==> src/rtl/mult65_accum_pkg.sv <==
`default_nettype none
// ============================================================================
// Module : mult65_accum_pkg
// Brief  : Constants shared between the mult65 instantiation and its
//          accumulator, plus the pipeline tag type that tracks each beat.
// Rev    : 1.0  initial release
// ============================================================================
package mult65_accum_pkg;

  // Product width of the 65x65 multiplier.
  localparam int PROD_W     = 130;
  // Term counter width; a legal group holds at most 2**CNT_W terms.
  localparam int CNT_W      = 8;
  // Accumulator width, large enough that legal groups never wrap.
  localparam int ACC_W      = PROD_W + CNT_W;
  // Operand-to-product latency of the built multiplier.
  localparam int MULT_LAT   = 3;
  // Finished-sum buffer entries.
  localparam int FIFO_DEPTH = 2;

  // Tag carried alongside each operand pair while mult65 works on it.
  typedef struct packed {
    logic valid;
    logic last;
  } tag_t;

endpackage : mult65_accum_pkg
`default_nettype wire

==> src/rtl/acc_sync_fifo.sv <==
`default_nettype none
// ============================================================================
// Module : acc_sync_fifo
// Brief  : Parameterized synchronous FIFO with occupancy count. Head data is
//          presented combinationally; storage is cleared on reset so an empty
//          head reads as zero.
// Rev    : 1.0  initial release
// ============================================================================
module acc_sync_fifo #(
  parameter int WIDTH = 8,
  parameter int DEPTH = 2
) (
  input  logic                     clk,
  input  logic                     rst,
  input  logic                     i_push,
  input  logic [WIDTH-1:0]         i_data,
  input  logic                     i_pop,
  output logic [WIDTH-1:0]         o_data,
  output logic                     o_empty,
  output logic [$clog2(DEPTH):0]   o_count
);

  localparam int AW = $clog2(DEPTH);
  localparam int CW = AW + 1;
  localparam logic [CW-1:0] c_depth = CW'(DEPTH);

  logic [WIDTH-1:0] r_mem [DEPTH];
  logic [AW-1:0]    r_wr_ptr;
  logic [AW-1:0]    r_rd_ptr;
  logic [CW-1:0]    r_count;

  logic w_full;
  logic w_do_pop;
  logic w_do_push;

  assign w_full    = (r_count == c_depth);
  assign o_empty   = (r_count == '0);
  assign o_count   = r_count;
  assign o_data    = r_mem[r_rd_ptr];
  assign w_do_pop  = i_pop && !o_empty;
  // A push into a full FIFO is allowed when the head leaves in the same cycle.
  assign w_do_push = i_push && (!w_full || w_do_pop);

  // Storage write; cleared on reset so the idle head drives zero.
  always_ff @(posedge clk) begin
    if (rst) begin
      for (int i = 0; i < DEPTH; i++) r_mem[i] <= '0;
    end else if (w_do_push) begin
      r_mem[r_wr_ptr] <= i_data;
    end
  end

  // Pointer and occupancy bookkeeping; DEPTH is a power of two so pointers wrap.
  always_ff @(posedge clk) begin
    if (rst) begin
      r_wr_ptr <= '0;
      r_rd_ptr <= '0;
      r_count  <= '0;
    end else begin
      if (w_do_push) r_wr_ptr <= r_wr_ptr + 1'b1;
      if (w_do_pop)  r_rd_ptr <= r_rd_ptr + 1'b1;
      if (w_do_push && !w_do_pop)      r_count <= r_count + 1'b1;
      else if (!w_do_push && w_do_pop) r_count <= r_count - 1'b1;
    end
  end

endmodule : acc_sync_fifo
`default_nettype wire

==> src/rtl/mult65_accum.sv <==
`default_nettype none
// ============================================================================
// Module : mult65_accum
// Brief  : Multiply-accumulate back end for mult65. Tracks each issued beat
//          through a tag delay line matched to multiplier latency, sums the
//          products of a group, and queues finished sums behind a
//          valid/ready handshake. Operand issue is credit-throttled so a
//          finished sum always finds room in the output buffer.
// Rev    : 1.0  initial release
// ============================================================================
module mult65_accum
  import mult65_accum_pkg::*;
#(
  parameter int PROD_W     = mult65_accum_pkg::PROD_W,
  parameter int CNT_W      = mult65_accum_pkg::CNT_W,
  parameter int ACC_W      = PROD_W + CNT_W,
  parameter int MULT_LAT   = mult65_accum_pkg::MULT_LAT,
  parameter int FIFO_DEPTH = mult65_accum_pkg::FIFO_DEPTH
) (
  input  logic              clk,
  input  logic              reset,
  input  logic              in_valid,
  input  logic              in_last,
  output logic              in_ready,
  input  logic [PROD_W-1:0] prod,
  output logic              out_valid,
  input  logic              out_ready,
  output logic [ACC_W-1:0]  out_sum,
  output logic [CNT_W:0]    out_count,
  output logic              out_ovf
);

  localparam int FC_W  = $clog2(FIFO_DEPTH) + 1;
  localparam int RES_W = ACC_W + CNT_W + 1 + 1;
  localparam logic [CNT_W:0] c_cnt_max = {1'b1, {CNT_W{1'b0}}};
  localparam logic [CNT_W:0] c_cnt_one = (CNT_W+1)'(1);
  localparam logic [FC_W:0]  c_depth   = (FC_W+1)'(FIFO_DEPTH);

  // Tag delay line; the last stage lines up with the product on prod.
  tag_t r_tag [MULT_LAT];
  tag_t w_tag_in;

  logic [ACC_W-1:0] r_acc;
  logic [CNT_W:0]   r_cnt;
  logic             r_first;
  logic             r_ovf;
  logic [FC_W-1:0]  r_pend;

  logic             w_accept;
  logic             w_d_valid;
  logic             w_d_last;
  logic [ACC_W-1:0] w_prod_ext;
  logic [ACC_W-1:0] w_nsum;
  logic [CNT_W:0]   w_ncnt;
  logic             w_novf;
  logic             w_push;
  logic             w_pop;
  logic             w_fifo_empty;
  logic [FC_W-1:0]  w_fifo_count;
  logic [FC_W:0]    w_outstanding;
  logic [RES_W-1:0] w_push_data;
  logic [RES_W-1:0] w_head;

  assign w_accept   = in_valid && in_ready;
  assign w_tag_in   = '{valid: w_accept, last: w_accept && in_last};
  assign w_d_valid  = r_tag[MULT_LAT-1].valid;
  assign w_d_last   = r_tag[MULT_LAT-1].last;

  assign w_prod_ext = ACC_W'(prod);
  assign w_nsum     = r_first ? w_prod_ext : (r_acc + w_prod_ext);
  assign w_ncnt     = r_first ? c_cnt_one  : (r_cnt + c_cnt_one);
  // Overflow latches once a term arrives while the count already sits at 2**CNT_W.
  assign w_novf     = r_first ? 1'b0 : (r_ovf || (r_cnt == c_cnt_max));

  assign w_push     = w_d_valid && w_d_last;
  assign w_pop      = out_valid && out_ready;

  // Every accepted last owns a buffer slot from acceptance until it is popped,
  // so a push can never meet a full buffer.
  assign w_outstanding = {1'b0, w_fifo_count} + {1'b0, r_pend};
  assign in_ready      = (w_outstanding < c_depth);

  // Shift accepted-beat tags toward the product; reset drops in-flight beats.
  always_ff @(posedge clk) begin
    if (reset) begin
      for (int i = 0; i < MULT_LAT; i++) r_tag[i] <= '0;
    end else begin
      r_tag[0] <= w_tag_in;
      for (int i = 1; i < MULT_LAT; i++) r_tag[i] <= r_tag[i-1];
    end
  end

  // Running sum, term count and overflow flag of the open group.
  always_ff @(posedge clk) begin
    if (reset) begin
      r_acc   <= '0;
      r_cnt   <= '0;
      r_first <= 1'b1;
      r_ovf   <= 1'b0;
    end else if (w_d_valid) begin
      if (w_d_last) begin
        r_first <= 1'b1;
        r_cnt   <= '0;
        r_ovf   <= 1'b0;
      end else begin
        r_acc   <= w_nsum;
        r_cnt   <= w_ncnt;
        r_first <= 1'b0;
        r_ovf   <= w_novf;
      end
    end
  end

  // Lasts accepted whose group sum has not yet reached the buffer.
  always_ff @(posedge clk) begin
    if (reset) begin
      r_pend <= '0;
    end else begin
      unique case ({w_accept && in_last, w_push})
        2'b10:   r_pend <= r_pend + 1'b1;
        2'b01:   r_pend <= r_pend - 1'b1;
        default: r_pend <= r_pend;
      endcase
    end
  end

  assign w_push_data = {w_nsum, w_ncnt, w_novf};

  acc_sync_fifo #(
    .WIDTH (RES_W),
    .DEPTH (FIFO_DEPTH)
  ) u_fifo (
    .clk     (clk),
    .rst     (reset),
    .i_push  (w_push),
    .i_data  (w_push_data),
    .i_pop   (w_pop),
    .o_data  (w_head),
    .o_empty (w_fifo_empty),
    .o_count (w_fifo_count)
  );

  assign out_valid = !w_fifo_empty;
  assign {out_sum, out_count, out_ovf} = w_head;

endmodule : mult65_accum
`default_nettype wire

==> config.mk <==
export PLATFORM = sky130hd
export DESIGN_NAME = mult65_accum
export DESIGN_NICKNAME = d
export VERILOG_FILES = /design/src/rtl/mult65_accum_pkg.sv /design/src/rtl/acc_sync_fifo.sv /design/src/rtl/mult65_accum.sv
export SDC_FILE = /design/constraint.sdc
export NUM_CORES = 1
export LEC_CHECK = 0
export CAP_MARGIN = 20
export CORE_MARGIN = 2
export CORE_UTILIZATION = 45
export DETAILED_ROUTE_END_ITERATION = 10
export GPL_TIMING_DRIVEN = 0
export PLACE_DENSITY_LB_ADDON = 0.2
export RECOVER_POWER = 25
export SYNTH_ARGS = -nofsm -noshare
export SYNTH_HDL_FRONTEND = slang
export SYNTH_SLANG_ARGS = --single-unit
export TNS_END_PERCENT = 1
==> constraint.sdc <==
create_clock -name clk -period 12 [get_ports clk]
set_clock_uncertainty 0.15 [all_clocks]
set_input_delay 1.2 -clock clk [delete_from_list [all_inputs] [get_ports clk]]
set_output_delay 1.2 -clock clk [all_outputs]
set_load 0.02 [all_outputs]
======== Word-level counts from Yosys, hierarchy flattened ========
Memories as Yosys holds them, arrays and structs flattened. A register that Yosys moved wholly into a read port is not among the register bits.
Cells that the tools add are included.
word-level totals
  input port bits ......................... 135
  memories ................................ 2
  RAM bits ................................ 302
  bits in registers ....................... 155
cells by class
  bitwise logic cells ..................... 4
  multiplexer cells ....................... 23
  magnitude comparators ................... 1
  equality and inequality tests ........... 4
  reductions and logical operators ........ 19
  add/subtract/negate cells ............... 9
memories
  name          words  bits a word  read ports  clocked after Yosys merged registers in  write ports  line                 source
  u_fifo.r_mem  2      148          1           1                                        2            acc_sync_fifo.sv:27  logic [WIDTH-1:0] r_mem [DEPTH];
  r_tag         3      2            3           0                                        3            mult65_accum.sv:40   tag_t r_tag [MULT_LAT];
operators by type and width
  kind                   count
  $mux W148              1
  $reduce_or A148 Y1     1
  $add A138 B130 Y138    1
  $mux W138              1
  $mux W9                2
  $mux W1                13
  $mux W2                5
  $add A9 B1 Y9 const B  1
  $eq A9 B9 Y1 const B   1
  $logic_and A1 B1 Y1    8
  $add A2 B1 Y2 const B  2
  $eq A2 B2 Y1 const B   2
  $logic_not A1 Y1       4
  $pmux W2 S2            1
  $reduce_bool A2 Y1     2
  $sub A2 B1 Y2 const B  2
  $add A2 B2 Y3          1
  $lt A3 B2 Y1 const B   1
  $or A1 B1 Y1           3
  $add A1 B1 Y1 const B  2
  $eq A2 B1 Y1 const B   1
  $logic_not A2 Y1       1
  $logic_or A1 B1 Y1     2
  $reduce_and A2 Y1      1
  $not A1 Y1             1

======== Logic depth before layout (Yosys ltp) ========
Gate-level depths: netlist of the first run.
  depth after elaboration ................. 11
  gate-level depth with buffers ........... 15

======== By module ========
Synthesis of the first run repeated with hierarchy kept, for this count alone.
unflattened totals
  cell total of the unflattened synthesis .. 3295
  area total of the unflattened synthesis .. 29580.9 µm²
by module, submodules not included
  module         area an instance (µm²)  times used  cells each
  mult65_accum   16661.0                 1           2480
  acc_sync_fifo  12919.9                 1           815

======== Least setup slack after synthesis of the first run ========
Ideal clock, no wire load.
  path type ............................... input port to flip-flop
  from .................................... input port out_ready
  to ...................................... memory u_fifo.r_mem[0][0] (netlist name) (enable)
  data arrival time ....................... 11.698 ns
  path buffers ............................ 0
  required time ........................... 10.990 ns
  setup time .............................. 0.860 ns
  stages .................................. 4
  setup slack ............................. -0.708 ns
  cell sequence ........................... nor2_1 nand2_1 nand2_1 o21ai_0
RTL lines
  item         line                 source
  from (decl)  mult65_accum.sv:27   input logic out_ready,
  to (decl)    acc_sync_fifo.sv:27

==> impl_metrics.sql, run 1 <==
INSERT INTO impl_metrics (metric_group, metric, value, unit) VALUES
('global_routing', 'grt_start_max_net_pins', '63', ''),
('yosys', 'synth_ff_type', 'sky130_fd_sc_hd__edfxtp_1', ''),
('critical_path', 'crit_path_top_delay_cell', 'sky130_fd_sc_hd__o311ai_1', ''),
('yosys', 'asyncSetResetFlopFracSynth', '0', '%'),
('global_routing', 'grt_antenna_before_repair', '13', ''),
('critical_path', 'timing.critical_path.slowest_cell_delay', '0.76', 'ns'),
('cts', 'cts_inserted_buffers', '47', ''),
('cts', 'cts_root_buffer', 'sky130_fd_sc_hd__clkbuf_16', ''),
('cts', 'cts_setup_buffers', '0', ''),
('critical_path', 'cp-end-kind', 'register', ''),
('min_path', 'hold-path-cell-count', '1', ''),
('critical_path', 'worst_ep_arrival_time', '6.61', 'ns'),
('detailed_routing', 'via_count', '26300', ''),
('timing', 'timing_worst_slew_pin_value', '3.18', 'ns'),
('timing', 'achievable-frequency', '0.156', 'GHz'),
('min_path', 'holdCritPathClass', 'reg2reg', ''),
('yosys', 'syn_area', '28400', 'um2'),
('critical_path', 'critPathMostFrequentCell', 'sky130_fd_sc_hd__o211ai_1', ''),
('detailed_routing', 'drcViolationCount', '0', ''),
('timing', 'slew_viol_final', '100', ''),
('cts', 'worst_skew_pair.late_latency', '0.63', 'ns'),
('detailed_routing', 'postRouteWirelength', '103', 'mm'),
('min_path', 'timing.hold.worst_endpoint', 'r_tag[0][5]', ''),
('outcome', 'status', 'complete, but fails checks', ''),
('floorplan', 'start_util', '45.3', '%'),
('cts', 'ctsLongestPathBuffers', '3', ''),
('cells_and_area', 'register_area', '12100', 'um2'),
('floorplan', 'dieHeight', '255', 'um'),
('detailed_routing', 'drt-pass1-iter-count', '8', ''),
('detailed_routing', 'antenna_violating_nets_post_route', '0', ''),
('floorplan', 'io_pins', '285', ''),
('cells_and_area', 'drive_gt1_share', '7.71', '%'),
('yosys', 'yosysMostFrequentCell', 'sky130_fd_sc_hd__nor2_1', ''),
('critical_path', 'worst_r2r_endpoint', 'u_fifo.r_mem[1][139]', ''),
('placed_design', 'port_buffers', '283', ''),
('timing', 'setup_violations', '0', ''),
('yosys', 'yosys-top-cells-count', '584 x sky130_fd_sc_hd__nor2_1, 358 x sky130_fd_sc_hd__a21oi_1, 296 x sky130_fd_sc_hd__edfxtp_1, 270 x sky130_fd_sc_hd__nand2_1, 229 x sky130_fd_sc_hd__o21ai_0', ''),
('yosys', 'synth-edff-count', '296', ''),
('power_and_ir_drop', 'ir_worst_vdd', '0.0960', 'mV'),
('timing', 'slew_headroom', '-114', '%'),
('critical_path', 'timing.critical_path.from', 'prod[4]', ''),
('critical_path', 'timing.critical_path.fanout_max', '7', ''),
('global_routing', 'grt_first_pass_wirelength', '152', 'mm'),
('timing', 'hold_viol_final', '0', ''),
('cells_and_area', 'areaGrowthSynthToFinish', '20.0', '%'),
('cells_and_area', 'n_fill_cell', '5837', ''),
('detailed_routing', 'avgViaCountPerCell', '5.91', ''),
('yosys', 'synth_cell_types', '75', ''),
('yosys', 'synthTopCellsByArea', 'sky130_fd_sc_hd__edfxtp_1 31%, sky130_fd_sc_hd__dfxtp_1 11%, sky130_fd_sc_hd__nor2_1 7.7%, sky130_fd_sc_hd__a21oi_1 6.3%, sky130_fd_sc_hd__mux2_2 6.0%', ''),
('cts', 'postCtsHoldBufs', '0', ''),
('power_and_ir_drop', 'finalPower', '0.00402', 'W'),
('yosys', 'synth.avg_cell_area', '8.85', 'um2'),
('timing', 'finalCriticalPeriod', '6.41', 'ns'),
('yosys', 'synth_sequential_area_ratio', '42.7', '%'),
('critical_path', 'critical_path_required', '12.20', 'ns'),
('min_path', 'worst_hold_startpoint', 'r_tag[0][3]', ''),
('global_routing', 'via_count_of_the_first_global_routing_pass', '24600', ''),
('critical_path', 'path_class', 'in2reg', ''),
('critical_path', 'r2r-start', 'r_acc[4]', ''),
('timing', 'min_period_over_period', '53.4', '%'),
('placed_design', 'routabilityCongestion', '1.02', ''),
('outcome', 'violations', 'max-capacitance violations, max-slew violations', ''),
('yosys', 'cell_count_after_synthesis', '3206', ''),
('critical_path', 'crit_chain', 'dlygate4sd3_1 > ha_1 > clkbuf_1 > o211ai_1 > o21ai_0 > a22oi_1 > o211ai_1 > a21oi_1 > o311ai_1 > a41oi_1 > o41a_1 > o211a_1 > xnor2_1 > mux2i_1 > nor2_1', ''),
('cts', 'clock_sink_count', '458', ''),
('cts', 'cts_tree', 'yes', ''),
('detailed_routing', 'detail_route.wl_per_cell', '23.2', 'um'),
('placed_design', 'placed_wire_length_estimate_after_detailed_placement', '80.7', 'mm'),
('cells_and_area', 'fin_nets', '3823', ''),
('flow_run', 'timing.max_cap.violations', '4', ''),
('cells_and_area', 'finalCoreUtilization', '54.3', '%');
[layout make-up]
type	count	share of cell area, %
Clock buffer	63	3.84
Timing Repair Buffer	297	8.90
Multi-Input combinational cell	2497	44.9
Sequential cell	458	35.6
Inverter	46	0.507
Clock inverter	25	0.727
Buffer	205	2.31
Tap cell	846	3.11
Antenna cell	10	0.0735
[cell families (layout without fill, tap and decap cells)]
| kind of cell | count (synthesis) | count (layout) | synth area share, % |
|---|---|---|---|
| buffers and inverters | 251 | 636 | 3.38 |
| AOI/OAI and AO/OA | 925 | 925 | 19.6 |
| DFF | 458 | 458 | 42.7 |
| other | 0 | 10 | 0 |
| adders and majority gates | 136 | 136 | 6.05 |
| xor gates and xnor gates | 144 | 144 | 4.44 |
| and+or+nand+nor | 1117 | 1117 | 16.9 |
| muxes | 175 | 175 | 6.84 |
[cells in the final DEF, fill, tap and decap left out, types with 28 or more instances in the layout]
master / count
sky130_fd_sc_hd__a21o_1: 54
sky130_fd_sc_hd__o21bai_1: 44
sky130_fd_sc_hd__xor2_1: 70
sky130_fd_sc_hd__nor2_1: 584
sky130_fd_sc_hd__o21ai_0: 231
sky130_fd_sc_hd__nand2_1: 269
sky130_fd_sc_hd__nand3_1: 28
sky130_fd_sc_hd__inv_1: 46
sky130_fd_sc_hd__clkbuf_16: 47
sky130_fd_sc_hd__o21a_1: 31
sky130_fd_sc_hd__ha_1: 134
sky130_fd_sc_hd__clkbuf_1: 188
sky130_fd_sc_hd__nand4_1: 82
sky130_fd_sc_hd__a211oi_1: 79
sky130_fd_sc_hd__clkdlybuf4s50_1: 254
sky130_fd_sc_hd__a21oi_1: 358
sky130_fd_sc_hd__mux2_2: 151
sky130_fd_sc_hd__dfxtp_1: 162
sky130_fd_sc_hd__dlygate4sd3_1: 29
sky130_fd_sc_hd__nor3_1: 46
sky130_fd_sc_hd__edfxtp_1: 296
sky130_fd_sc_hd__xnor2_1: 74
[metrics by stage]
stage                     instances  hold slack, ns  area, um2  setup TNS [ns]  setup slack [ns]
after CTS                      4436           0.285      34100               0              6.10
after floorplan                3206           0.264      28400               0              3.29
after global routing           4443           0.302      34100               0              5.44
after global placement         4335           0.267      32300         -225.03             -1.55
final                          4447           0.288      34100               0              5.59
after detailed placement       4348           0.270      32500               0              5.50
[critical path, delay by kind of cell]
family	cells	cell delay [ns]
AO/OA/AOI/OAI	9	3.74
buffers and inverters	2	0.86
adder cells (fa/ha/maj)	1	0.30
multiplexers	1	0.25
XOR/XNOR	1	0.17
AND/OR/NAND/NOR	1	0.07
[worst max-delay path by stage]
stage               cells past startpoint  slack, ns              endpoint
floorplan                               4       3.29    u_fifo.r_mem[0][0]
global placement                        5      -1.55   u_fifo.r_mem[0][75]
detailed placement                     14       5.50   u_fifo.r_mem[0][86]
CTS                                    14       6.10   u_fifo.r_mem[0][86]
global route                           15       5.44  u_fifo.r_mem[0][139]
finish                                 15       5.59  u_fifo.r_mem[1][139]
[report_power, final]
part	switching [W]	total, W	internal [W]	leakage (nW)
Sequential	0.0000199	0.00175	0.00173	4.36
Clock	0.000655	0.00149	0.000839	0.762
Combinational	0.000482	0.000778	0.000296	7.51
[routing by layer]
layer  share of wire, %  up-vias  wire [um]  GRT usage (%)
met4                3.2        8       3350           9.76
met3                7.8      152       8090           4.95
met5              0.045        -         46              0
met2                 44     1032      45500           48.2
met1                 45    12700      46200           44.5
li1                   -    12300          -              -
[flip-flops by register name, indices dropped and copies added (netlist names), named ones only]
| name | cells |
|---|---|
| r_tag | 6 |
| r_pend | 2 |
| u_fifo.r_rd_ptr | 1 |
| r_ovf | 1 |
| u_fifo.r_mem | 296 |
| u_fifo.o_count | 2 |
| r_cnt | 9 |
| u_fifo.r_wr_ptr | 1 |
| r_first | 1 |
| r_acc | 138 |
(Power assumes the default switching activity.)
==> run 2: changes to the inputs <==
Clock period 12 ns to 6.05 ns, I/O delays scaled along.
==> run 2 against run 1 <==
The flow still finishes with violations (max-capacitance violations, max-slew violations). Highest routed layer unchanged. First-iteration DRC count up 4.9%. Global-route usage down 0.20 points. Setup slack worse by 5.3 ns.
==> impl_metrics.sql, run 2 (same netlist as run 1, synthesis figures left out) <==
INSERT INTO impl_metrics (metric_group, metric, value, unit) VALUES
('timing', 'hold_viol_final', '0', ''),
('cells_and_area', 'regMostFlops', 'u_fifo.r_mem', ''),
('detailed_routing', 'drt-pass1-iter-count', '5', ''),
('detailed_routing', 'drcViolationCount', '0', ''),
('detailed_routing', 'wl_met3', '8.32', 'mm'),
('power_and_ir_drop', 'power-per-cell-area', '237', 'nW/um2'),
('floorplan', 'dieWidth', '255', 'um'),
('placed_design', 'port_buffers', '283', ''),
('floorplan', 'placementRows', '92', ''),
('power_and_ir_drop', 'ir_worst_vdd', '0.209', 'mV'),
('power_and_ir_drop', 'leakage', '12.7', 'nW'),
('critical_path', 'cp-end-kind', 'register', ''),
('cts', 'clock_sink_count', '458', ''),
('global_routing', 'global_route.usage.total', '30.9', '%'),
('cells_and_area', 'finalCoreUtilization', '54.4', '%'),
('global_routing', 'grt.overflow.total', '0', ''),
('timing', 'slew_headroom', '-106', '%'),
('critical_path', 'worst_r2r_endpoint', 'u_fifo.r_mem[0][86]', ''),
('timing', 'finalCriticalPeriod', '5.78', 'ns'),
('cts', 'htree_levels', '2', ''),
('cells_and_area', 'largest_register_ff_count', '296', ''),
('detailed_routing', 'postRouteWirelength', '102', 'mm'),
('timing', 'achievable-frequency', '0.173', 'GHz'),
('cts', 'cts_tree', 'yes', ''),
('detailed_routing', 'top_signal_layer_used', 'met5', ''),
('timing', 'setup_violations', '0', ''),
('critical_path', 'reg2reg_depth', '13', ''),
('floorplan', 'start_util', '45.3', '%'),
('floorplan', 'core_region', '62700', 'um2'),
('critical_path', 'setup.reg_to_reg.worst_slack', '0.60', 'ns'),
('cts', 'postCtsHoldBufs', '0', ''),
('placed_design', 'place.detailed.instances', '4348', ''),
('cells_and_area', 'mostFrequentLayoutCell', 'sky130_fd_sc_hd__nor2_1', ''),
('critical_path', 'path_delay_family', 'buffers and inverters', ''),
('critical_path', 'cp_num_cells', '8', ''),
('critical_path', 'crit_chain', 'clkbuf_1 > inv_1 > clkbuf_1 > clkbuf_1 > o21ai_0 > clkbuf_1 > buf_12 > buf_12', ''),
('detailed_routing', 'via_count', '26100', ''),
('critical_path', 'critical_path.startpoint_type', 'input port', ''),
('critical_path', 'end_of_the_critical_path', 'u_fifo.r_mem[0][83]', ''),
('global_routing', 'grt_antenna_before_repair', '6', ''),
('detailed_routing', 'drt_first_iter_violations', '2511', ''),
('power_and_ir_drop', 'finalPower', '0.00810', 'W'),
('cts', 'cts_setup_buffers', '0', ''),
('critical_path', 'timing.critical_path.from', 'reset', ''),
('floorplan', 'dieHeight', '255', 'um'),
('timing', 'timing_worst_slew_pin_value', '3.06', 'ns'),
('cts', 'cts_root_buffer', 'sky130_fd_sc_hd__clkbuf_16', ''),
('cells_and_area', 'post_route_non_filler_standard_cell_count', '4444', ''),
('floorplan', 'io_pins', '285', ''),
('critical_path', 'path_buf_inv', '7', ''),
('cells_and_area', 'areaGrowthSynthToFinish', '20.2', '%'),
('timing', 'slew_viol_final', '72', ''),
('timing', 'min_period_over_period', '95.5', '%'),
('min_path', 'holdCritPathClass', 'reg2reg', ''),
('flow_run', 'timing.max_cap.violations', '3', ''),
('floorplan', 'die_area', '65100', 'um2'),
('critical_path', 'critical_path_required', '6.21', 'ns'),
('detailed_routing', 'detail_route.wl_per_cell', '23.0', 'um'),
('cts', 'cts_inserted_buffers', '49', ''),
('detailed_routing', 'antenna_violating_nets_post_route', '0', ''),
('cts', 'worst_skew_pair.late_latency', '0.63', 'ns'),
('outcome', 'violations', 'max-capacitance violations, max-slew violations', ''),
('critical_path', 'critPathMostFrequentCell', 'sky130_fd_sc_hd__clkbuf_1', ''),
('detailed_routing', 'met2_length', '45.0', 'mm'),
('cts', 'ctsLongestPathBuffers', '3', ''),
('placed_design', 'placed_wire_length_estimate_after_detailed_placement', '79.2', 'mm'),
('placed_design', 'routabilityCongestion', '1.03', ''),
('critical_path', 'worst_ep_arrival_time', '5.94', 'ns'),
('critical_path', 'r2r-start', 'r_acc[0]', ''),
('cells_and_area', 'fin_nets', '3824', ''),
('cells_and_area', 'most-common-layout-cells', '584 x sky130_fd_sc_hd__nor2_1, 358 x sky130_fd_sc_hd__a21oi_1, 296 x sky130_fd_sc_hd__edfxtp_1', ''),
('detailed_routing', 'routedLengthMet1', '45.0', 'mm'),
('timing', 'rsz0062_at_grt', 'no', ''),
('critical_path', 'timing.critical_path.fanout_max', '27', ''),
('global_routing', 'grt_first_pass_wirelength', '152', 'mm'),
('cells_and_area', 'drive_gt1_share', '7.71', '%'),
('global_routing', 'grt_start_max_net_pins', '56', ''),
('outcome', 'status', 'complete, but fails checks', ''),
('global_routing', 'via_count_of_the_first_global_routing_pass', '24700', ''),
('cts', 'cts_resized', '0', ''),
('cells_and_area', 'reg.largest.list', 'u_fifo.r_mem: 296 flops, r_acc: 138 flops, r_cnt: 9 flops', ''),
('detailed_routing', 'avgViaCountPerCell', '5.88', ''),
('critical_path', 'crit_path_top_delay_cell', 'sky130_fd_sc_hd__clkbuf_1', ''),
('cts', 'clock_transition_at_the_registers_of_the_reported_paths', '0.06', 'ns'),
('critical_path', 'path_class', 'in2reg', ''),
('critical_path', 'timing.critical_path.slowest_cell_delay', '1.31', 'ns');
[run 2: changes by cell type in the layout (fill, tap and decap cells not counted), moves of 2 or more]
cell | previous run | this run
sky130_fd_sc_hd__diode_2 | 10 | 4
sky130_fd_sc_hd__clkbuf_4 | 3 | 0
sky130_fd_sc_hd__buf_8 | 6 | 4
sky130_fd_sc_hd__clkbuf_1 | 188 | 196
sky130_fd_sc_hd__clkbuf_16 | 47 | 50
sky130_fd_sc_hd__buf_1 | 15 | 11
[run 2: how the worst min path moves through the flow]
stage	start	to	slack, ns	cells after the start
floorplan	r_tag[0][0]	r_tag[0][2]	0.26	1
global placement	r_tag[0][2]	r_tag[0][4]	0.27	1
detailed placement	r_tag[0][3]	r_tag[0][5]	0.28	1
CTS	r_tag[0][2]	r_tag[0][4]	0.29	1
global route	r_tag[0][3]	r_tag[0][5]	0.31	1
finish	r_tag[0][2]	r_tag[0][4]	0.29	1
[run 2: stage by stage]
stage / setup TNS, ns / hold WS (ns) / cell area [um2] / setup WS [ns]
after floorplan: 0 / 0.264 / 28400 / 0.491
after global placement: -871.70 / 0.268 / 32300 / -3.78
after detailed placement: 0 / 0.277 / 32600 / 0.118
after CTS: 0 / 0.294 / 34200 / 0.754
after global routing: 0 / 0.309 / 34100 / 0.171
final: 0 / 0.293 / 34100 / 0.271
[run 2: area by class of cell]
class                      count  area, um2
clock buffer                  69       1390
sequential                   458      12100
tap                          846       1060
fill                        5884      28600
inverter                      46        173
buffer                       205        787
timing repair buffer         296       3020
antenna                        4       10.0
clock inverter                23        253
multi-input combinational   2497      15300
[run 2: per-layer routing]
metal	vias to the layer above	track usage, %
li1	12300	-
met1	12600	43.7
met2	1080	48.1
met3	169	5.21
met4	6	10.1
met5	-	0
[run 2: power breakdown]
group	switching, W	internal [W]	total, W
sequential	0.0000390	0.00342	0.00346
combinational	0.000951	0.000587	0.00154
clock	0.00134	0.00176	0.00310
total	0.00233	0.00577	0.00810
